===== src/rtl/key_event_fifo.sv =====
// Key event FIFO: captures debounced key presses and exposes them to the CPU
// through a synchronized SRAM-style read port with a DATA and a STATUS register.
module key_event_fifo #(
  parameter int DEPTH        = 16,
  parameter int AW           = 4,
  parameter bit PUSH_RELEASE = 1'b0
) (
  input  logic       clk,
  input  logic       reset,
  input  logic [7:0] key_code,
  input  logic       ncs,
  input  logic       noe,
  input  logic       addr,
  output logic [7:0] rd_data,
  output logic       irq
);

  logic [7:0]    key_q;
  logic [AW-1:0] wp_q, wp_d;
  logic [AW-1:0] rp_q, rp_d;
  logic [AW:0]   cnt_q, cnt_d;
  logic          ovf_q, ovf_d;
  logic [1:0]    ncs_sync_q, noe_sync_q, addr_sync_q;
  logic          noe_prev_q;
  logic [7:0]    rd_data_q, rd_data_d;
  logic          irq_q, irq_d;
  logic [7:0]    mem_q [DEPTH];

  logic       ncs_s, noe_s, addr_s;
  logic       empty, full;
  logic       push_req, do_push, do_pop, rd_end, ovf_set, stat_clr;
  logic [4:0] cnt_field;

  assign ncs_s  = ncs_sync_q[1];
  assign noe_s  = noe_sync_q[1];
  assign addr_s = addr_sync_q[1];

  always_comb begin
    empty     = (cnt_q == '0);
    full      = (cnt_q == (AW+1)'(DEPTH));
    cnt_field = 5'(cnt_q);

    push_req = ((key_code != key_q) && (key_code != '0)) ||
               (PUSH_RELEASE && (key_code == '0) && (key_q != '0));

    // End of an access: synchronized output enable rising while still selected.
    rd_end   = noe_s && !noe_prev_q && !ncs_s;
    stat_clr = rd_end && addr_s;
    do_pop   = rd_end && !addr_s && !empty;
    // A pop in the same cycle frees the slot, so a push at full is still accepted.
    do_push  = push_req && (!full || do_pop);
    ovf_set  = push_req && full && !do_pop;

    wp_d  = do_push ? wp_q + 1'b1 : wp_q;
    rp_d  = do_pop  ? rp_q + 1'b1 : rp_q;
    cnt_d = cnt_q;
    if (do_push && !do_pop)      cnt_d = cnt_q + 1'b1;
    else if (!do_push && do_pop) cnt_d = cnt_q - 1'b1;

    ovf_d = ovf_q;
    if (ovf_set)       ovf_d = 1'b1;
    else if (stat_clr) ovf_d = 1'b0;

    if (addr_s)     rd_data_d = {full, empty, ovf_q, cnt_field};
    else if (empty) rd_data_d = '0;
    else            rd_data_d = mem_q[rp_q];

    irq_d = !empty || ovf_q;
  end

  always_ff @(posedge clk or negedge reset) begin
    if (!reset) begin
      key_q       <= '0;
      wp_q        <= '0;
      rp_q        <= '0;
      cnt_q       <= '0;
      ovf_q       <= 1'b0;
      ncs_sync_q  <= '1;
      noe_sync_q  <= '1;
      addr_sync_q <= '1;
      noe_prev_q  <= 1'b1;
      rd_data_q   <= '0;
      irq_q       <= 1'b0;
    end else begin
      key_q       <= key_code;
      wp_q        <= wp_d;
      rp_q        <= rp_d;
      cnt_q       <= cnt_d;
      ovf_q       <= ovf_d;
      ncs_sync_q  <= {ncs_sync_q[0], ncs};
      noe_sync_q  <= {noe_sync_q[0], noe};
      addr_sync_q <= {addr_sync_q[0], addr};
      noe_prev_q  <= noe_s;
      rd_data_q   <= rd_data_d;
      irq_q       <= irq_d;
    end
  end

  always_ff @(posedge clk) begin
    if (do_push) mem_q[wp_q] <= key_code;
  end

  assign rd_data = rd_data_q;
  assign irq     = irq_q;

endmodule

===== config.mk =====
export PLATFORM = sky130hd
export DESIGN_NAME = key_event_fifo
export DESIGN_NICKNAME = d
export VERILOG_FILES = /design/src/rtl/key_event_fifo.sv
export SDC_FILE = /design/constraint.sdc
export NUM_CORES = 1
export LEC_CHECK = 0
export CAP_MARGIN = 10
export CORE_ASPECT_RATIO = 2
export CORE_MARGIN = 1.5
export CORE_UTILIZATION = 50
export CTS_BUF_LIST = sky130_fd_sc_hd__clkbuf_8 sky130_fd_sc_hd__clkbuf_16
export DETAILED_ROUTE_END_ITERATION = 10
export GPL_TIMING_DRIVEN = 1
export PLACE_DENSITY = 0.75
export SYNTH_ARGS = -nofsm -noshare
export SYNTH_HDL_FRONTEND = slang
export SYNTH_SLANG_ARGS = --single-unit
export TNS_END_PERCENT = 30

===== constraint.sdc =====
create_clock -name clk -period 5.6 [get_ports clk]
set_clock_uncertainty 0.15 [all_clocks]
set_input_delay 0.56 -clock clk [delete_from_list [all_inputs] [get_ports clk]]
set_output_delay 0.56 -clock clk [all_outputs]
set_load 0.02 [all_outputs]

-- After elaboration in Yosys (flattened, before gate mapping)
Memories as Yosys holds them, arrays and structs flattened.
Index checks and enable logic that the tools add are counted.
- RAM bits: 128
- memories: 1
- register bits after elaboration: 38
- output and inout bits: 9
- input port bits: 13
- equality and inequality tests: 2
- $add $sub $neg: 4
- mux-type cells: 8
- reduce and logical (&&, ||, !) cells: 24
- memory list (name ; words ; bits a word ; rd ports ; clocked after memory_dff ; write ports ; RTL line ; RTL):
    mem_q ; 16 ; 8 ; 1 ; 0 ; 1 ; 27 ; logic [7:0] mem_q [DEPTH];
- operator list (kind ; number):
    2-to-1 mux 8 bit ; 2
    logical AND 1 bit ; 11
    2-to-1 mux 5 bit ; 2
    adder 4 x 1 -> 4 bit, second input constant ; 2
    inequality test 8 bit ; 1
    nonzero test 8 bit ; 1
    zero test 1 bit ; 7
    adder 5 x 1 -> 5 bit, second input constant ; 1
    equality test 5 bit, second input constant ; 1
    zero test 5 bit ; 1
    subtractor 5 x 1 -> 5 bit, second input constant ; 1
    2-to-1 mux 1 bit ; 4
    nonzero test 2 bit ; 2
    logical OR 1 bit ; 2

-- Depth between registers and ports, before layout
Gate-level depths: netlist (run 1).
- depth after elaboration: 11
- depth in mapped cells: 12
- gate-level depth less buffers: 12

-- Least setup slack after synthesis (run 1)
OpenSTA, ideal clock, no wires.
- kind: flip-flop to flip-flop
- start: register noe_sync_q[1]
- end: register cnt_q[4], in the netlist cnt_field[4]
- slack: 2.473 ns
- stages on the path, launching flop included: 13
- arrival: 2.849 ns
- data required time: 5.322 ns
- cell sequence: dfstp_2 -> or3b_1 -> o211a_1 -> a211oi_4 -> buf_6 -> ha_1 -> inv_1 -> fa_1 -> a21o_1 -> a21oi_1 -> xnor2_1 -> nor2_1 -> xor2_1
- cells in the longest elaborated chain, start to end: 9
- elaborated cells between the ends (all ways): 12
- those cells by class: mux (1); reduce/logical (11)
- ends and longest elaborated chain (what ; RTL line ; RTL):
    start, declared ; 23 ; logic [1:0] ncs_sync_q, noe_sync_q, addr_sync_q;
    start signal, assigned ; 91 ; noe_sync_q <= {noe_sync_q[0], noe};
    logical AND 1 bit * (2 in a row) ; 47 ; rd_end = noe_s && !noe_prev_q && !ncs_s;
    logical AND 1 bit * (2 in a row) ; 49 ; do_pop = rd_end && !addr_s && !empty;
    logical OR 1 bit * ; 51 ; do_push = push_req && (!full || do_pop);
    logical AND 1 bit * ; 51 ;
    net do_push ; 31 ; logic push_req, do_push, do_pop, rd_end, ovf_set, stat_clr;
    zero test 1 bit ; 58 ; else if (!do_push && do_pop) cnt_d = cnt_q - 1'b1;
    logical AND 1 bit ; 58 ;
    nonzero test 2 bit (no line) ; n/a ;
    end signal, assigned ; 88 ; cnt_q <= cnt_d;
    end, declared ; 21 ; logic [AW:0] cnt_q, cnt_d;
Mark *: on every way through the listed nets, which the timed path passes. The rest lies on a longest branch.
A chain may end at the register's enable or synchronous reset.

-- Worst setup path in the final report (run 1)
- start: input port key_code[7]
- end: register cnt_q[4], in the netlist cnt_field[4]
- cells in the longest elaborated chain, start to end: 6
- elaborated cells between the ends (all ways): 9
- those cells by class: eq/ne (1); mux (1); reduce/logical (7)
- ends and longest elaborated chain (what ; RTL line ; RTL):
    start, declared ; 10 ; input logic [7:0] key_code,
    inequality test 8 bit / nonzero test 8 bit (equally long branches) ; 43 ; push_req = ((key_code != key_q) && (key_code != '0)) ||
    logical AND 1 bit * ; 43 ;
    logical AND 1 bit * ; 51 ;
    zero test 1 bit ; 58 ;
    logical AND 1 bit ; 58 ;
    nonzero test 2 bit (no line) ; n/a ;
Mark *: on every way between the ends. The rest lies on a longest branch, timed or not.

==> results of run 1 <==
metrics by stage:
step,instances,power (mW)
final,542,3.84
after global routing,542,4.02
after CTS,542,3.87
after detailed placement,510,2.81
after global placement,510,2.77
after floorplan,346,2.47
sequential cells by signal, indices dropped and copies added, names as in the netlist:
| signal | cells |
|---|---|
| mem_q | 128 |
| key_q | 8 |
| rd_data | 8 |
| cnt_field | 5 |
| rp_q | 4 |
| wp_q | 4 |
| addr_sync_q | 2 |
| ncs_sync_q | 2 |
| noe_sync_q | 2 |
| irq | 1 |
| noe_prev_q | 1 |
| ovf_q | 1 |
layer usage:
layer,share of wire [%],vias up
met3,3.9,24
li1,-,1425
met2,55,91
met1,38,1604
met5,0,-
met4,3.3,0
where the power goes:
| part | internal (mW) | switching, mW | leakage, nW |
|---|---|---|---|
| logic | 0.467 | 0.550 | 0.745 |
| registers | 1.61 | 0.143 | 1.60 |
| clock network | 0.596 | 0.480 | 0.275 |
placed cells by master (no fill, tap or decap), types with 3 or more instances in the layout:
| cell | instances |
|---|---|
| nor2b_1 | 3 |
| nand2_1 | 14 |
| a21oi_1 | 5 |
| and3_1 | 8 |
| xnor2_1 | 8 |
| edfxtp_1 | 128 |
| buf_4 | 8 |
| clkbuf_16 | 17 |
| xor2_1 | 11 |
| dfrtp_1 | 30 |
| or4_1 | 3 |
| o21ai_0 | 4 |
| dfstp_2 | 7 |
| nor4_1 | 4 |
| inv_1 | 5 |
| mux4_2 | 32 |
| o221ai_1 | 5 |
| ha_1 | 9 |
| clkdlybuf4s50_1 | 20 |
| nor2_1 | 9 |
| inv_4 | 6 |
| mux2i_1 | 13 |
| nor3_2 | 5 |
final cells by class:
type                       instances  area (um^2)  share of cell area (%)
clock buffer                      19          453                    6.02
multi-input combinational        159         1700                    22.6
inverter                           4         15.0                   0.200
clock inverter                    13         93.8                    1.25
sequential                       166         4800                    63.9
timing repair buffer              29          265                    3.53
tap                              152          190                    2.53
how the worst max path moves through the flow:
stage	startpoint	slack [ns]	endpoint
after CTS	key_code[7]	1.89	cnt_field[4]$_DFFE_PN0P_
after floorplan	noe_sync_q[1]$_DFF_PN1_	2.47	cnt_field[4]$_DFFE_PN0P_
after global routing	key_code[7]	1.64	cnt_field[4]$_DFFE_PN0P_
after global placement	key_code[6]	1.57	cnt_field[4]$_DFFE_PN0P_
after detailed placement	key_code[6]	1.46	cnt_field[4]$_DFFE_PN0P_
final	key_code[7]	1.87	cnt_field[4]$_DFFE_PN0P_
critical path, delay by kind of cell:
family / cells / cell delay (ns)
compound gates: 3 / 0.95
fa+ha+maj: 2 / 0.70
xor+xnor: 3 / 0.48
simple gates: 2 / 0.18
buf+inv: 2 / 1.00
cell families after synthesis:
group | after synthesis
AOI/OAI and AO/OA | 24
xor gates and xnor gates | 19
adders and majority gates | 10
buffers and inverters | 21
DFF | 166
muxes | 47
and+or+nand+nor | 59
==> results.md, run 1 <==
- Fin nets: 400
- Main combinational cell family by area after synthesis: multiplexers
- R2R Path Start: noe_sync_q[1]$_DFF_PN1_
- Initial antenna violation count: 0
- Synthesized area per cell: 19.1 um^2
- Final wirelength: about 12 mm
- Post-Syn Nets: 369
- Leakage: 2.62 nW
- Crit. End Element: flip-flop
- GR Util met2: around a third
- Slowest stage delay, CP: around 0.89 ns
- Final setup violation count: 0
- Placed Area: 6970 um^2
- Post-CTS setup buffers: 0
- Drt initial violations: approximately 310
- Setup TNS: 0 ns
- DIE WIDTH: 84.2 um
- RSZ-0062 raised after global routing: no
- Total vias in the final route: 3144
- # DRC: 0
- Dpl hpwl: a little over 8 mm
- Initial Utilization: 51.0%
- Area leader, netlist: edfxtp_1
- Max-cap viol count: 0
- DR vias/cell: roughly 5.8
- Worst VDD drop: 321 uV
- Vias in the first global route: approximately 3400
- Synth Area in Compound Gates: 2.77%
- # hold bufs at CTS: 0
- Post-Route Utilization: 58.2%
- Unique masters post-synth: 43
- Max_slew headroom: 27.5%
- Post-Synthesis Cells: 346
- Actual slew at the worst max-slew pin: between 1 and 1.5 ns
- Most common cell in the netlist: edfxtp_1
- Num CTS Buffers: 17
- Post-CTS Resized: 0
- R2R Setup Slk: 2.04 ns
- Gr ovfl total: 0
- Wire per inst: ~23 um
- CP max-delay cell: clkdlybuf4s50_1
- Most used cell, CP: xor2_1
- Worst-Skew Late Latency: 0.42 ns
- Seq/Total Area, Yosys: 72.9%
- Adder-Cell Fraction of Synth Area: 2.01%
- Simple-Gate Fraction of Synth Area: 5.12%
- Synthesis-stage register bit count: 166
- CP Launch Type: input pin
- Arrival time at the worst endpoint: 3.88 ns
- Top post-synthesis cells by area: edfxtp_1 (58%), dfrtp_1 (12%), mux4_2 (11%)
- Largest net degree at the start of global routing: 39
- Met3 global-route usage: 4.42%
- Number of flops mapped to enable cells by yosys: 128
- Req. time, crit path: 5.75 ns
- IO Port Bufs: 21
- Top FF cell, synth: edfxtp_1
- Hold Path Class: input pin to asynchronous set/reset pin
- # diodes: 0
- Detail Route Antenna Nets: 0
- GRT met1 Usage: between 20% and 30%
- Commonest cells in the netlist: edfxtp_1 (128), mux4_2 (32), dfrtp_1 (31)
- Status: finished, final reports clean
- Crit Path Max Fanout: 19
- Core Area: 12900 um^2
- Slew Limit Fails: 0
- Yosys warnings: 0
- Worst-case reg-to-reg path depth: 11
- Area added between synthesis and finish: 14.1%
- Layout cells sized above 1: 23.6%
- Die Ht: between 150 and 200 um
- Die Footprint: 13900 um^2
- Sink Count: about 170
- Fill count: 915
- Clock Pin Slew Worst Setup and Hold Paths: 0.06 ns
- First-pass GRT wire length: 19.3 mm
- Site Rows: 59
- Finished Cell Area: approximately 7500 um^2
- CTS Root Cell: clkbuf_16
- Final critical-path share of the clock period: 66.6%
- H-tree depth: 4
- Busiest layer in global routing: met2
- First-pass iteration count of the detailed router: 4
- Worst slack, placed: between 1 and 1.5 ns
- Syn Std Cell Area: 6590 um^2
- IO Count: 22
- Multiplexer share of the synthesized area: 13.2%
- TritonCTS clock tree: done
- Crit-path cells: clkdlybuf4s50_1 > xor2_1 > nor4_1 > a211oi_4 > ha_1 > inv_1 > fa_1 > a21o_1 > a21oi_1 > xnor2_1 > nor2_1 > xor2_1
- Max Freq: around 270 MHz
- Async SR Flop Fraction: between 20% and 30%
- Final WS setup: 1.87 ns
- Final Wtd Congestion: 0.794
- Post-Synth XOR/XNOR Area: 2.52%
- Share of the synthesized area in the top cell type: 58.3%
- Fin Hold WS: 0.0896 ns
- Reg2reg end: cnt_field[4]$_DFFE_PN0P_
- Hold Vio Cnt, Final: 0
- GRT Overall Usage: 19.4%
- Critical path type: input pin to flip-flop
- PD cells: a little over 500 nW/um^2
- Crit path time final: 3.73 ns
- Clk buf depth: 2
(Power assumes the default switching activity.)
==> run 2, diff against run 1 <==
==> constraint.sdc (replaced) <==
create_clock -name clk -period 3.6 [get_ports clk]
set_clock_uncertainty 0.15 [all_clocks]
set_input_delay 0.36 -clock clk [delete_from_list [all_inputs] [get_ports clk]]
set_output_delay 0.36 -clock clk [all_outputs]
set_load 0.02 [all_outputs]
==> results.md, run 2 (synthesis results as in run 1) <==
- Largest net degree at the start of global routing: 39
- WP depth: 12
- Most common cell after layout, fill and taps aside: edfxtp_1
- CTS Root Cell: clkbuf_16
- IO Count: 22
- Final setup violation count: 0
- Buf+Inv Stages, Crit Path: 2
- Clock group share of total power: 28.4%
- First-pass GRT wire length: 20.4 mm
- Max FFs per register: approximately 130
- RSZ-0062 raised after global routing: no
- Pint: approximately 4.2 mW
- PD cells: 794 nW/um^2
- Arrival time at the worst endpoint: 3.37 ns
- TritonCTS clock tree: done
- H-tree depth: 4
- Post-CTS setup buffers: 0
- Worst VDD drop: ~550 uV
- Crit path time final: 3.23 ns
- Max-cap viol count: 0
- Area added between synthesis and finish: 16.4%
- Num CTS Buffers: 17
- Wire per inst: 23.4 um
- # DRC: 0
- Final wirelength: 13.1 mm
- Hold wc startpoint: noe
- Req. time, crit path: roughly 3.8 ns
- Dpl hpwl: around 9 mm
- IO Port Bufs: 21
- Actual slew at the worst max-slew pin: 1.03 ns
- WHS Endpoint: noe_sync_q[0]$_DFF_PN1_
- Finished Cell Area: roughly 7700 um^2
- DIE WIDTH: 84.2 um
- Sequential share of power: between 40% and 50%
- CP max-delay cell: or4_1
- # diodes: 0
- Fin nets: 418
- Crit Path Max Fanout: 7
- Most frequent cells in the layout: edfxtp_1 (128), mux4_2 (32), dfrtp_1 (30)
- Slew Limit Fails: 0
- Site Rows: just under 60
- Combinational power share: roughly a quarter
- Leakage: 2.72 nW
- Max Freq: slightly above 300 MHz
- Final critical-path share of the clock period: 89.6%
- Slowest stage delay, CP: 0.66 ns
- GRT Overall Usage: 20.6%
- Detail Route Antenna Nets: 0
- Worst-Skew Late Latency: around 0.42 ns
- Hold Vio Cnt, Final: 0
- Fin Hold WS: 0.188 ns
- Hold Path Class: input pin to flip-flop
- Fill count: 900
- Worst-case reg-to-reg path depth: 12
- R2R Setup Slk: 0.37 ns
- Reg2reg end: cnt_field[4]$_DFFE_PN0P_
- Crit-path cells: or4_1 > nor2_4 > nor3_2 > inv_1 > ha_1 > inv_1 > fa_1 > a21o_1 > a21oi_1 > xnor2_1 > nor2_1 > xor2_1
- Layout cells sized above 1: 26.5%
- DR vias/cell: slightly below 6
- Dpl cells: approximately 530
- Hold path cells: 1
- Placed Area: slightly above 7000 um^2
- First-pass iteration count of the detailed router: 5
- Setup TNS: 0 ns
- Vias in the first global route: 3541
- Net switching fraction of the power: between 30% and 40%
- Max_slew headroom: 31.0%
- Final Non-Filler Cells: 560
- Drt initial violations: 297
- Critical path type: flip-flop to flip-flop
- CP top delay family: simple AND/OR/NAND/NOR gates
- Initial antenna violation count: 0
- Most used cell, CP: inv_1
- Total vias in the final route: around 3300
- Sink Count: between 150 and 200
- Clock Pin Slew Worst Setup and Hold Paths: roughly 0.070 ns
- Biggest register: mem_q
- Die Footprint: 13900 um^2
- Die Ht: between 150 and 200 um
- Clk buf depth: 2
- Switch Pwr: 1.86 mW
- CP Launch Type: flip-flop
- Initial Utilization: approximately half
- R2R Path Start: cnt_field[0]$_DFFE_PN0P_
- Status: finished, final reports clean
- Final Wtd Congestion: ~0.8
- Core Area: 12900 um^2
- Crit. End Element: flip-flop
- Gr ovfl total: 0
## run 2: changes by cell type in the layout (fill, tap and decap cells not counted), moves of 2 or more
cell      delta
inv_6        +5
buf_4       +17
clkinv_4     +2
inv_4        -6
clkbuf_8     -2
## run 2: layout make-up
type	count	area (um^2)	share of cell area, %
sequential	166	4800	62.6
multi-input combinational	159	1690	22.1
clock buffer	17	425	5.54
timing repair buffer	47	403	5.25
tap	152	190	2.48
clock inverter	15	145	1.89
inverter	4	15.0	0.196
## run 2: repair_timing
action,CTS,global route
endpoints found under the hold margin,31,0
gates resized for setup,0,0
hold buffers,1,0
## run 2: worst register-to-register path, stage by stage (launching register included)
cell and delay, ns:
dfrtp_1 0.48, or4_1 0.66, nor2_4 0.21, nor3_2 0.12, inv_1 0.09, ha_1 0.18, inv_1 0.10, fa_1 0.42
a21o_1 0.18, a21oi_1 0.17, xnor2_1 0.13, nor2_1 0.07, xor2_1 0.15
## run 2: how the worst max path moves through the flow
stage	startpoint	endpoint	slack, ns
after floorplan	noe_sync_q[1]$_DFF_PN1_	cnt_field[4]$_DFFE_PN0P_	0.47
after global placement	key_code[5]	cnt_field[4]$_DFFE_PN0P_	0.04
after detailed placement	key_code[5]	cnt_field[4]$_DFFE_PN0P_	-0.03
after CTS	noe_sync_q[1]$_DFF_PN1_	cnt_field[4]$_DFFE_PN0P_	0.36
after global routing	cnt_field[0]$_DFFE_PN0P_	cnt_field[4]$_DFFE_PN0P_	0.25
final	cnt_field[0]$_DFFE_PN0P_	cnt_field[4]$_DFFE_PN0P_	0.37
## run 2: power groups by stage
stage          Combinational (mW)  Sequential, mW  Clock [mW]
2_1_floorplan                1.15            2.69           0
3_3_place_gp                 1.49            2.86           0
3_5_place_dp                 1.53            2.88           0
4_1_cts                      1.54            2.85        1.76
5_1_grt                      1.64            2.89        1.83
6_report                     1.53            2.84        1.73
## run 2: routing by layer
layer  share of wire, %  wire length, um  track usage, %
met1                 35             4540            21.4
met4                2.6              342            8.94
met3                3.4              442            5.22
met2                 59             7800            38.7
met5                  0                0               0
## run 2: metrics by stage
stage | setup WS (ns) | power, mW | utilization (%)
2_1_floorplan | 0.473 | 3.84 | -
3_3_place_gp | 0.0413 | 4.35 | 54.9
3_5_place_dp | -0.0324 | 4.41 | 54.9
4_1_cts | 0.357 | 6.14 | 59.4
5_1_grt | 0.249 | 6.36 | 59.4
6_report | 0.375 | 6.09 | 59.4
==> run 3, diff against run 2 <==
--- a/config.mk
+++ b/config.mk
@@ -6,13 +6,15 @@
 export NUM_CORES = 1
 export LEC_CHECK = 0
 export CAP_MARGIN = 10
+export CELL_PAD_IN_SITES_DETAIL_PLACEMENT = 1
+export CELL_PAD_IN_SITES_GLOBAL_PLACEMENT = 1
 export CORE_ASPECT_RATIO = 2
-export CORE_MARGIN = 1.5
+export CORE_MARGIN = 2
 export CORE_UTILIZATION = 50
 export CTS_BUF_LIST = sky130_fd_sc_hd__clkbuf_8 sky130_fd_sc_hd__clkbuf_16
 export DETAILED_ROUTE_END_ITERATION = 10
 export GPL_TIMING_DRIVEN = 1
-export PLACE_DENSITY = 0.75
+export PLACE_DENSITY = 0.83
 export SYNTH_ARGS = -nofsm -noshare
 export SYNTH_HDL_FRONTEND = slang
 export SYNTH_SLANG_ARGS = --single-unit
==> results.md, run 3 (synthesis results as in run 1) <==
- Largest net degree at the start of global routing: 39
- Final wirelength: 14.9 mm
- Post-Route Utilization: 59.5%
- Final Non-Filler Cells: 558
- Clock Pin Slew Worst Setup and Hold Paths: 0.07 ns
- # diodes: 0
- Post-CTS Resized: 0
- Fill count: between 1000 and 1500
- DIE WIDTH: 85.2 um
- Biggest register: mem_q
- Num CTS Buffers: 17
- Clock group share of total power: 29.1%
- Most used cell, CP: inv_1
- # DRC: 0
- Sink Count: ~170
- Crit. End Element: flip-flop
- Switch Pwr: approximately 1.9 mW
- TritonCTS clock tree: done
- Final WS setup: 0.273 ns
- Req. time, crit path: about 3.8 ns
- Worst VDD drop: 476 uV
- Layout cells sized above 1: 26.4%
- Most frequent cells in the layout: edfxtp_1 (128), mux4_2 (32), dfrtp_1 (30)
- CP Launch Type: flip-flop
- Site Rows: 59
- Max Freq: 301 MHz
- Detail Route Antenna Nets: 0
- Gr ovfl total: 0
- Worst slack, placed: -0.0190 ns
- Critical path type: flip-flop to flip-flop
- Most common cell after layout, fill and taps aside: edfxtp_1
- Post-CTS setup buffers: 0
- WP depth: 12
- Dpl cells: 525
- Final setup violation count: 0
- Crit-path cells: or4_1 > nor2_4 > nor3_2 > inv_1 > ha_1 > inv_1 > fa_1 > a21o_1 > a21oi_1 > xnor2_1 > nor2_1 > xor2_1
- Pint: between 4 and 5 mW
- PD cells: 814 nW/um^2
- Vias in the first global route: around 3800
- Total vias in the final route: around 3400
- First-pass iteration count of the detailed router: 4
- Buf+Inv Stages, Crit Path: 2
- Max FFs per register: 128
- Hold path cells: 1
- GRT Overall Usage: 22.9%
- RSZ-0062 raised after global routing: no
- Final Wtd Congestion: 0.835
- Combinational power share: about a quarter
- Crit path time final: roughly 3.3 ns
- Hold Vio Cnt, Final: 0
- CP max-delay cell: or4_1
- First-pass GRT wire length: 22.8 mm
- DR vias/cell: 6.04
- Hold Path Class: input pin to flip-flop
- Max_slew headroom: 36.4%
- Final Power: between 6 and 7 mW
- Max-cap viol count: 0
- Die Ht: 166 um
- H-tree depth: 4
- Crit Path Max Fanout: 7
- Worst-case reg-to-reg path depth: 12
- Status: finished, final reports clean
- Dpl hpwl: 10.2 mm
- Drt initial violations: 235
- Core Area: 12900 um^2
- IO Count: 22
- Final critical-path share of the clock period: about 92%
- Wire per inst: around 27 um
- Initial antenna violation count: 0
- # hold bufs at CTS: 1
- Placed Area: 7080 um^2
- Net switching fraction of the power: 30.8%
- Sequential share of power: 45.4%
- Actual slew at the worst max-slew pin: 0.954 ns
- CP top delay family: simple AND/OR/NAND/NOR gates
- IO Port Bufs: 21
- Worst-Skew Late Latency: 0.43 ns
- Setup TNS: 0 ns
- Fin nets: 416
- CTS Root Cell: clkbuf_16
- Finished Cell Area: 7690 um^2
- Slowest stage delay, CP: 0.67 ns
- Die Footprint: 14200 um^2
- Area added between synthesis and finish: 16.6%
- Arrival time at the worst endpoint: 3.47 ns
- Slew Limit Fails: 0
- Fin Hold WS: between 0.15 and 0.2 ns
- Initial Utilization: 51.0%
- Leakage: approximately 2.7 nW
- Clk buf depth: 2
## run 3: path summary, 6_finish.rpt
| kind | from | end | slack (ns) |
|---|---|---|---|
| max in group asynchronous | reset | rp_q[2]$_DFFE_PN0N_ | 2.29 |
| worst min register to register | ncs_sync_q[0]$_DFF_PN1_ | ncs_sync_q[1]$_DFF_PN1_ | 0.21 |
| worst min-delay path | addr | addr_sync_q[0]$_DFF_PN1_ | 0.19 |
| worst max register to register | cnt_field[0]$_DFFE_PN0P_ | cnt_field[4]$_DFFE_PN0P_ | 0.27 |
| worst max-delay path | cnt_field[0]$_DFFE_PN0P_ | cnt_field[4]$_DFFE_PN0P_ | 0.27 |
| min in group asynchronous | reset | rd_data[6]$_DFF_PN0_ | 0.43 |
## run 3: area by class of cell
class / count / area, um^2 / area share [%]
Clock buffer: 19 / 453 / 5.89
Multi-Input combinational cell: 159 / 1690 / 22.0
Tap cell: 152 / 190 / 2.47
Sequential cell: 166 / 4800 / 62.5
Inverter: 4 / 15.0 / 0.195
Clock inverter: 13 / 145 / 1.89
Timing Repair Buffer: 45 / 388 / 5.04
## run 3: per-layer routing
metal  up-vias  GRT usage (%)  routed length, um
met5         -              0                  0
met4         0           13.5                765
met3        41           5.27                586
met2        95           39.8               8230
met1      1780           24.7               5290
li1       1455              -                  -
## run 3: power groups by stage
stage               logic (mW)  registers [mW]  clock network, mW
global placement          1.51            2.84                  0
CTS                       1.61            2.85               1.85
global route              1.71            2.90               1.92
floorplan                 1.15            2.69                  0
detailed placement        1.60            2.89                  0
finish                    1.60            2.84               1.82
